## config.mk

```make
export PLATFORM = sky130hd
export DESIGN_NAME = lzw_forward_dictionary_build_flat
export DESIGN_NICKNAME = d
export VERILOG_FILES = /design/src/rtl/lzw_forward_dictionary_build_if.sv /design/src/rtl/lzw_forward_dictionary_build.sv /design/src/flat_wrapper.sv
export SDC_FILE = /design/constraint.sdc
export NUM_CORES = 1
export LEC_CHECK = 0
export ABC_AREA = 1
export CELL_PAD_IN_SITES_DETAIL_PLACEMENT = 1
export CELL_PAD_IN_SITES_GLOBAL_PLACEMENT = 1
export CORE_MARGIN = 5
export CORE_UTILIZATION = 42
export CTS_CLUSTER_DIAMETER = 120
export DETAILED_ROUTE_END_ITERATION = 12
export PLACE_DENSITY_LB_ADDON = 0.1
export SLEW_MARGIN = 15
export SYNTH_ARGS = -nofsm -noshare
export SYNTH_HDL_FRONTEND = slang
export SYNTH_SLANG_ARGS = --single-unit
export TNS_END_PERCENT = 30
```

## constraint.sdc

```tcl
create_clock -name I_sys_clk -period 4.1 [get_ports I_sys_clk]
set_clock_uncertainty 0.15 [all_clocks]
set_input_delay 0.615 -clock I_sys_clk [delete_from_list [all_inputs] [get_ports I_sys_clk]]
set_output_delay 0.615 -clock I_sys_clk [all_outputs]
set_load 0.005 [all_outputs]
```

## src/rtl/lzw_forward_dictionary_build_if.sv

```systemverilog
// Bus bundle for the LZW forward dictionary builder: payload in, dictionary RAM port, code out.
// LZW_COLLISION_CNT_EN adds the collision counter to the bundle.
interface lzw_forward_dictionary_build_if;
  logic        dict_clr;
  logic [7:0]  data;
  logic        data_en;
  logic        data_last;
  logic        data_ready;
  logic [13:0] dictionary_addr;
  logic [22:0] dictionary_din;
  logic        dictionary_wren;
  logic [22:0] dictionary_dout;
  logic [13:0] compress_data;
  logic        compress_data_en;
  logic        compress_last;
  logic [13:0] dict_entry_cnt;
`ifdef LZW_COLLISION_CNT_EN
  logic [15:0] collision_cnt;

  modport slave (
    input  dict_clr, data, data_en, data_last, dictionary_dout,
    output data_ready, dictionary_addr, dictionary_din, dictionary_wren,
    output compress_data, compress_data_en, compress_last, dict_entry_cnt, collision_cnt
  );
  modport master (
    output dict_clr, data, data_en, data_last, dictionary_dout,
    input  data_ready, dictionary_addr, dictionary_din, dictionary_wren,
    input  compress_data, compress_data_en, compress_last, dict_entry_cnt, collision_cnt
  );
`else
  modport slave (
    input  dict_clr, data, data_en, data_last, dictionary_dout,
    output data_ready, dictionary_addr, dictionary_din, dictionary_wren,
    output compress_data, compress_data_en, compress_last, dict_entry_cnt
  );
  modport master (
    output dict_clr, data, data_en, data_last, dictionary_dout,
    input  data_ready, dictionary_addr, dictionary_din, dictionary_wren,
    input  compress_data, compress_data_en, compress_last, dict_entry_cnt
  );
`endif
endinterface

```

## src/rtl/lzw_forward_dictionary_build.sv

```systemverilog
// LZW compressor core: hashes (prefix, byte) into an external dictionary RAM, extends or emits codes.
// Optional LZW_COLLISION_CNT_EN adds a saturating count of occupied-but-mismatching probes.
module lzw_forward_dictionary_build #(
  parameter int MAX_STR_LEN = 31,
  parameter int CODE_W      = 14
) (
  input  logic                           I_sys_clk,
  input  logic                           I_sys_rst_n,
  lzw_forward_dictionary_build_if.slave  bus
);

  localparam int                DIN_W    = CODE_W + 9;
  localparam logic [4:0]        MAX_LEN  = 5'(MAX_STR_LEN);
  localparam logic [CODE_W-1:0] DICT_CAP = CODE_W'((1 << CODE_W) - 256);
  localparam logic [CODE_W-1:0] FIRST_CODE = CODE_W'(256);

  typedef enum logic [2:0] {
    ST_CLEAR,
    ST_IDLE,
    ST_RD,
    ST_CMP,
    ST_FLUSH
  } state_t;

  state_t             state_reg;
  logic [CODE_W-1:0]  p_reg;
  logic [4:0]         len_reg;
  logic               open_reg;
  logic [7:0]         b_reg;
  logic               last_reg;
  logic [CODE_W-1:0]  clr_addr_reg;
  logic [CODE_W-1:0]  addr_reg;
  logic [DIN_W-1:0]   din_reg;
  logic               wren_reg;
  logic               ready_reg;
  logic [CODE_W-1:0]  code_reg;
  logic               code_en_reg;
  logic               code_last_reg;
  logic [CODE_W-1:0]  cnt_reg;
`ifdef LZW_COLLISION_CNT_EN
  logic [15:0]        coll_reg;
`endif

  logic [CODE_W-1:0]  hash_h;
  logic [CODE_W-1:0]  hash_addr;
  logic               entry_valid;
  logic               entry_hit;
  logic               len_ok;
  logic               dict_room;

  // Hashed slots are pushed out of the literal range 0..255 by forcing the top bit.
  always_comb begin
    hash_h      = p_reg ^ {bus.data, bus.data[5:0]};
    hash_addr   = (hash_h[CODE_W-1:8] == '0) ? {1'b1, hash_h[CODE_W-2:0]} : hash_h;
    entry_valid = bus.dictionary_dout[DIN_W-1];
    entry_hit   = (bus.dictionary_dout == {1'b1, p_reg, b_reg});
    len_ok      = (len_reg < MAX_LEN);
    dict_room   = (cnt_reg < DICT_CAP);
  end

  always_ff @(posedge I_sys_clk or negedge I_sys_rst_n) begin
    if (!I_sys_rst_n) begin
      state_reg     <= ST_CLEAR;
      p_reg         <= '0;
      len_reg       <= '0;
      open_reg      <= 1'b0;
      b_reg         <= '0;
      last_reg      <= 1'b0;
      clr_addr_reg  <= FIRST_CODE;
      addr_reg      <= '0;
      din_reg       <= '0;
      wren_reg      <= 1'b0;
      ready_reg     <= 1'b0;
      code_reg      <= '0;
      code_en_reg   <= 1'b0;
      code_last_reg <= 1'b0;
      cnt_reg       <= '0;
`ifdef LZW_COLLISION_CNT_EN
      coll_reg      <= '0;
`endif
    end else begin
      wren_reg      <= 1'b0;
      code_en_reg   <= 1'b0;
      code_last_reg <= 1'b0;
      case (state_reg)
        ST_CLEAR: begin
          wren_reg <= 1'b1;
          addr_reg <= clr_addr_reg;
          din_reg  <= '0;
          cnt_reg  <= '0;
`ifdef LZW_COLLISION_CNT_EN
          coll_reg <= '0;
`endif
          if (clr_addr_reg == '1) begin
            state_reg <= ST_IDLE;
            ready_reg <= 1'b1;
          end else begin
            clr_addr_reg <= clr_addr_reg + 1'b1;
          end
        end

        ST_IDLE: begin
          if (bus.data_en && ready_reg) begin
            if (!open_reg) begin
              p_reg    <= {{(CODE_W-8){1'b0}}, bus.data};
              len_reg  <= 5'd1;
              open_reg <= !bus.data_last;
              if (bus.data_last) begin
                code_reg      <= {{(CODE_W-8){1'b0}}, bus.data};
                code_en_reg   <= 1'b1;
                code_last_reg <= 1'b1;
              end
            end else begin
              b_reg     <= bus.data;
              last_reg  <= bus.data_last;
              addr_reg  <= hash_addr;
              ready_reg <= 1'b0;
              state_reg <= ST_RD;
            end
          end else if (bus.dict_clr && !open_reg) begin
            clr_addr_reg <= FIRST_CODE;
            ready_reg    <= 1'b0;
            state_reg    <= ST_CLEAR;
          end
        end

        ST_RD: state_reg <= ST_CMP;

        ST_CMP: begin
`ifdef LZW_COLLISION_CNT_EN
          if (entry_valid && !entry_hit && coll_reg != 16'hFFFF)
            coll_reg <= coll_reg + 16'd1;
`endif
          if (entry_hit && len_ok) begin
            p_reg     <= addr_reg;
            len_reg   <= len_reg + 5'd1;
            ready_reg <= 1'b1;
            state_reg <= ST_IDLE;
            if (last_reg) begin
              code_reg      <= addr_reg;
              code_en_reg   <= 1'b1;
              code_last_reg <= 1'b1;
              open_reg      <= 1'b0;
            end
          end else begin
            code_reg    <= p_reg;
            code_en_reg <= 1'b1;
            p_reg       <= {{(CODE_W-8){1'b0}}, b_reg};
            len_reg     <= 5'd1;
            // Only empty slots are claimed; collisions and over-long strings are never stored.
            if (!entry_valid && len_ok && dict_room) begin
              wren_reg <= 1'b1;
              din_reg  <= {1'b1, p_reg, b_reg};
              cnt_reg  <= cnt_reg + 1'b1;
            end
            if (last_reg) begin
              open_reg  <= 1'b0;
              state_reg <= ST_FLUSH;
            end else begin
              ready_reg <= 1'b1;
              state_reg <= ST_IDLE;
            end
          end
        end

        ST_FLUSH: begin
          code_reg      <= p_reg;
          code_en_reg   <= 1'b1;
          code_last_reg <= 1'b1;
          ready_reg     <= 1'b1;
          state_reg     <= ST_IDLE;
        end

        default: state_reg <= ST_CLEAR;
      endcase
    end
  end

  assign bus.data_ready       = ready_reg;
  assign bus.dictionary_addr  = addr_reg;
  assign bus.dictionary_din   = din_reg;
  assign bus.dictionary_wren  = wren_reg;
  assign bus.compress_data    = code_reg;
  assign bus.compress_data_en = code_en_reg;
  assign bus.compress_last    = code_last_reg;
  assign bus.dict_entry_cnt   = cnt_reg;
`ifdef LZW_COLLISION_CNT_EN
  assign bus.collision_cnt    = coll_reg;
`endif

endmodule

```

## src/flat_wrapper.sv

```systemverilog
// flat-port wrapper written by rule: the top's interface ports become plain ports
module lzw_forward_dictionary_build_flat 
#(
  parameter int MAX_STR_LEN = 31,
  parameter int CODE_W      = 14
)
  (I_sys_clk, I_sys_rst_n, bus_dict_clr, bus_data, bus_data_en, bus_data_last, bus_dictionary_dout, bus_data_ready, bus_dictionary_addr, bus_dictionary_din, bus_dictionary_wren, bus_compress_data, bus_compress_data_en, bus_compress_last, bus_dict_entry_cnt);
  lzw_forward_dictionary_build_if bus_i ();
  input  logic I_sys_clk;
  input  logic I_sys_rst_n;
  input wire logic [$bits(bus_i.dict_clr)-1:0] bus_dict_clr;
  input wire logic [$bits(bus_i.data)-1:0] bus_data;
  input wire logic [$bits(bus_i.data_en)-1:0] bus_data_en;
  input wire logic [$bits(bus_i.data_last)-1:0] bus_data_last;
  input wire logic [$bits(bus_i.dictionary_dout)-1:0] bus_dictionary_dout;
  output wire logic [$bits(bus_i.data_ready)-1:0] bus_data_ready;
  output wire logic [$bits(bus_i.dictionary_addr)-1:0] bus_dictionary_addr;
  output wire logic [$bits(bus_i.dictionary_din)-1:0] bus_dictionary_din;
  output wire logic [$bits(bus_i.dictionary_wren)-1:0] bus_dictionary_wren;
  output wire logic [$bits(bus_i.compress_data)-1:0] bus_compress_data;
  output wire logic [$bits(bus_i.compress_data_en)-1:0] bus_compress_data_en;
  output wire logic [$bits(bus_i.compress_last)-1:0] bus_compress_last;
  output wire logic [$bits(bus_i.dict_entry_cnt)-1:0] bus_dict_entry_cnt;
  assign bus_i.dict_clr = bus_dict_clr;
  assign bus_i.data = bus_data;
  assign bus_i.data_en = bus_data_en;
  assign bus_i.data_last = bus_data_last;
  assign bus_i.dictionary_dout = bus_dictionary_dout;
  assign bus_data_ready = bus_i.data_ready;
  assign bus_dictionary_addr = bus_i.dictionary_addr;
  assign bus_dictionary_din = bus_i.dictionary_din;
  assign bus_dictionary_wren = bus_i.dictionary_wren;
  assign bus_compress_data = bus_i.compress_data;
  assign bus_compress_data_en = bus_i.compress_data_en;
  assign bus_compress_last = bus_i.compress_last;
  assign bus_dict_entry_cnt = bus_i.dict_entry_cnt;
  lzw_forward_dictionary_build #(.MAX_STR_LEN(MAX_STR_LEN), .CODE_W(CODE_W)) u_core (.I_sys_clk(I_sys_clk), .I_sys_rst_n(I_sys_rst_n), .bus(bus_i));
endmodule
```

==> flow_results.xml <==
<?xml version="1.0" encoding="UTF-8"?>
<metrics>
  <group name="status">
    <metric name="status" unit="">finished clean</metric>
  </group>
  <group name="detailed_routing">
    <metric name="drt_drc_violations_left" unit="">0</metric>
    <metric name="drt_iter0_drc" unit="">379</metric>
    <metric name="first_pass_iters" unit="">5</metric>
    <metric name="postRouteWirelength" unit="um">22600</metric>
    <metric name="vias_per_cell" unit="">5.59</metric>
    <metric name="routedWlPerCell" unit="um">19.8</metric>
    <metric name="detailroute.via_count" unit="">6376</metric>
    <metric name="drt.antenna.violating_nets" unit="">0</metric>
  </group>
  <group name="cells_and_area">
    <metric name="syn_to_final_growth" unit="%">28.5</metric>
    <metric name="final_core_util" unit="%">55.2</metric>
    <metric name="largest_register_ffs" unit="">23</metric>
    <metric name="num_antenna_cells" unit="">0</metric>
    <metric name="layout_cell_share_with_drive_strength_beyond_1" unit="%">7.11</metric>
    <metric name="layout_common_cells" unit="">nand2_1, dfrtp_1, inv_1, clkdlybuf4s50_1, nor2_1</metric>
    <metric name="final_cell_count_no_fill" unit="">1140</metric>
    <metric name="layout.cells.most_common" unit="">nand2_1</metric>
    <metric name="finalNetCount" unit="">982</metric>
  </group>
  <group name="placed_design">
    <metric name="numPlacedInstances" unit="">1108</metric>
    <metric name="io_buffer_count" unit="">104</metric>
    <metric name="dp.final_hpwl" unit="um">16900</metric>
    <metric name="gp_congestion" unit="">0.875</metric>
    <metric name="dpl_worst_slack" unit="ns">0.982</metric>
  </group>
  <group name="global_routing">
    <metric name="number_of_antenna_violations_at_the_first_check_in_global_routing" unit="">0</metric>
    <metric name="wire_length_of_the_first_global_routing_pass" unit="um">36300</metric>
    <metric name="grt_max_degree" unit="">60</metric>
    <metric name="grt_pass1_vias" unit="">6663</metric>
    <metric name="globalRouteTotalUtil" unit="%">26.0</metric>
    <metric name="overflow" unit="">0</metric>
  </group>
  <group name="clock_network">
    <metric name="cts.htree.levels" unit="">4</metric>
    <metric name="clockRootBuffer" unit="">clkbuf_16</metric>
    <metric name="postCtsSetupRepairBufs" unit="">0</metric>
    <metric name="worstSkewPairLatency" unit="ns">0.43</metric>
    <metric name="clkSinkCount" unit="">115</metric>
    <metric name="cts.reportedPaths.clkPinSlew" unit="ns">0.06</metric>
    <metric name="tritoncts.num_buffers" unit="">17</metric>
    <metric name="cts.hold.buffers_added" unit="">0</metric>
    <metric name="ctsResizeCount" unit="">0</metric>
    <metric name="tritoncts" unit="">yes</metric>
    <metric name="cts_max_path_buffers" unit="">2</metric>
  </group>
  <group name="logic_synthesis">
    <metric name="synth_largest_type_area_fraction" unit="%">45.5</metric>
    <metric name="synthesis.area" unit="mm2">0.00627</metric>
    <metric name="synth_edf_count" unit="">0</metric>
    <metric name="ys.warnings.count" unit="">0</metric>
    <metric name="synthDistinctLibCells" unit="">44</metric>
    <metric name="syn_avg_cell_area" unit="um2">7.47</metric>
    <metric name="async_flop_share" unit="%">100</metric>
    <metric name="synthesis.instances" unit="">839</metric>
    <metric name="synth.ff_latch_count" unit="">115</metric>
    <metric name="synth_area_leaders" unit="">dfrtp_1, nand2_1, inv_1</metric>
    <metric name="yosysSeqAreaShare" unit="%">45.9</metric>
    <metric name="synthDominantAreaCellType" unit="">dfrtp_1</metric>
    <metric name="postSynth.topFlopCell" unit="">dfrtp_1</metric>
    <metric name="syn-num-nets" unit="">878</metric>
  </group>
  <group name="critical_path">
    <metric name="timing_worst_setup_path_type" unit="">register to register</metric>
    <metric name="worst-r2r-setup-slack" unit="ns">1.12</metric>
    <metric name="worst_path_required_time" unit="ns">4.25</metric>
    <metric name="worstSetupStartpointType" unit="">register</metric>
    <metric name="setup.worst_path.end_class" unit="">register</metric>
    <metric name="ff2ff_path_depth" unit="">9</metric>
    <metric name="critPathArrivalTime" unit="ns">3.14</metric>
    <metric name="worstPathMaxFanout" unit="">20</metric>
  </group>
  <group name="die">
    <metric name="initial_utilization" unit="%">43.0</metric>
    <metric name="pin_count" unit="">105</metric>
    <metric name="die_area" unit="mm2">0.0175</metric>
    <metric name="die_height" unit="um">132</metric>
    <metric name="core-area" unit="mm2">0.0146</metric>
    <metric name="num_rows" unit="">44</metric>
    <metric name="die_w" unit="um">132</metric>
  </group>
  <group name="timing">
    <metric name="timing.final.ws_setup" unit="ns">1.12</metric>
    <metric name="rsz0062_at_grt" unit="">false</metric>
    <metric name="setup_viol" unit="">0</metric>
    <metric name="worst_slew_margin_rel" unit="%">48.4</metric>
    <metric name="finalWorstPathRequiredPeriod" unit="ns">2.98</metric>
    <metric name="setup_tns" unit="ns">0</metric>
    <metric name="hold_viol" unit="">0</metric>
    <metric name="finalMaxSlewViolations" unit="">0</metric>
    <metric name="timing.fmax" unit="MHz">335</metric>
    <metric name="tightest_slew" unit="ns">0.774</metric>
    <metric name="final_worst_path_cycle_share" unit="%">72.8</metric>
  </group>
  <group name="power_and_ir_drop">
    <metric name="report.power.total" unit="W">0.00473</metric>
    <metric name="power_density" unit="mW/mm2">588</metric>
    <metric name="leakage_power_figure" unit="nW">3.83</metric>
    <metric name="vdd_ir_drop_max" unit="uV">333</metric>
  </group>
  <group name="hold_path">
    <metric name="min_path_type" unit="">input port to asynchronous set/reset pin</metric>
  </group>
  <group name="job">
    <metric name="maxCapViolCount" unit="">0</metric>
  </group>
</metrics>
==> cells in the mapped netlist (2+ instances only) <==
library cell / number
a21oi_1: 26
a22o_1: 3
a31oi_1: 10
buf_2: 13
buf_4: 3
buf_6: 2
clkbuf_1: 5
clkinv_1: 2
dfrtp_1: 114
ha_1: 3
inv_1: 106
inv_2: 11
nand2_1: 224
nand2_2: 4
nand3_1: 71
nand3b_1: 7
nand4_1: 8
nor2_1: 85
nor2_2: 3
nor2_8: 2
nor3_1: 5
nor3_2: 2
o211ai_1: 5
o21a_1: 2
o21ai_0: 72
o21ai_1: 7
o22ai_1: 6
o31ai_1: 3
or2_2: 2
xnor2_1: 7
xor2_1: 13
==> worst max-delay path: stages (launching register included) <==
cell,delay (ns)
dfrtp_1,0.44
nor2_4,0.19
nand2_2,0.24
inv_1,0.56
nand2_1,0.25
nand2_1,0.14
buf_4,0.23
inv_1,0.29
o21ai_0,0.29
inv_1,0.07
==> metrics by stage <==
stage	hold WS [ns]	instance area, um2
after floorplan	0.169	6270
after CTS	0.135	8060
after global placement	0.316	7440
after detailed placement	0.330	7440
after global routing	0.164	8060
final	0.102	8060
==> routing by layer <==
metal	vias to the layer above	wire length, um	global-route usage (%)
met5	-	0	0
met4	0	738	10.0
met2	236	10700	41.3
met1	3183	9700	34.7
li1	2901	-	-
met3	56	1410	5.99
==> power breakdown <==
part | internal [W] | switching, W | total [W]
Sequential | 0.00136 | 0.000278 | 0.00164
Clock | 0.000986 | 0.000561 | 0.00155
Combinational | 0.000577 | 0.000971 | 0.00155
==> path summary, 6_finish.rpt <==
| kind | start | end |
|---|---|---|
| setup / recovery | u_core.state_reg[2]$_DFFE_PN0P_ | u_core.p_reg[2]$_DFFE_PN0P_ |
| hold / removal | I_sys_rst_n | u_core.bus.dict_entry_cnt[5]$_DFFE_PN0P_ |
| setup reg to reg | u_core.state_reg[2]$_DFFE_PN0P_ | u_core.p_reg[2]$_DFFE_PN0P_ |
| hold reg to reg | u_core.bus.dictionary_din[11]$_DFFE_PN0P_ | u_core.bus.dictionary_din[11]$_DFFE_PN0P_ |
| max in group asynchronous | I_sys_rst_n | u_core.b_reg[0]$_DFFE_PN0P_ |
| min in group I_sys_clk | u_core.bus.dictionary_din[11]$_DFFE_PN0P_ | u_core.bus.dictionary_din[11]$_DFFE_PN0P_ |
==> logic make-up (layout without fill, tap and decap cells) <==
group | count (synthesis) | after routing | share of synthesized area, %
DFF | 115 | 115 | 45.9
AOI/OAI and AO/OA | 138 | 138 | 12.3
adders and majority gates | 3 | 3 | 0.599
and+or+nand+nor | 417 | 417 | 28.7
buffers and inverters | 144 | 261 | 9.36
muxes | 2 | 2 | 0.339
xor gates and xnor gates | 20 | 20 | 2.79
==> final cells by class <==
| cell class | count | area, um2 |
|---|---|---|
| Fill cell | 1778 | 6530 |
| Sequential cell | 115 | 2880 |
| Multi-Input combinational cell | 580 | 2800 |
| Timing Repair Buffer | 109 | 1080 |
| Clock buffer | 20 | 457 |
| Inverter | 120 | 453 |
| Tap cell | 184 | 230 |
| Clock inverter | 12 | 156 |
Note: power is estimated with default switching activity, not from simulation.
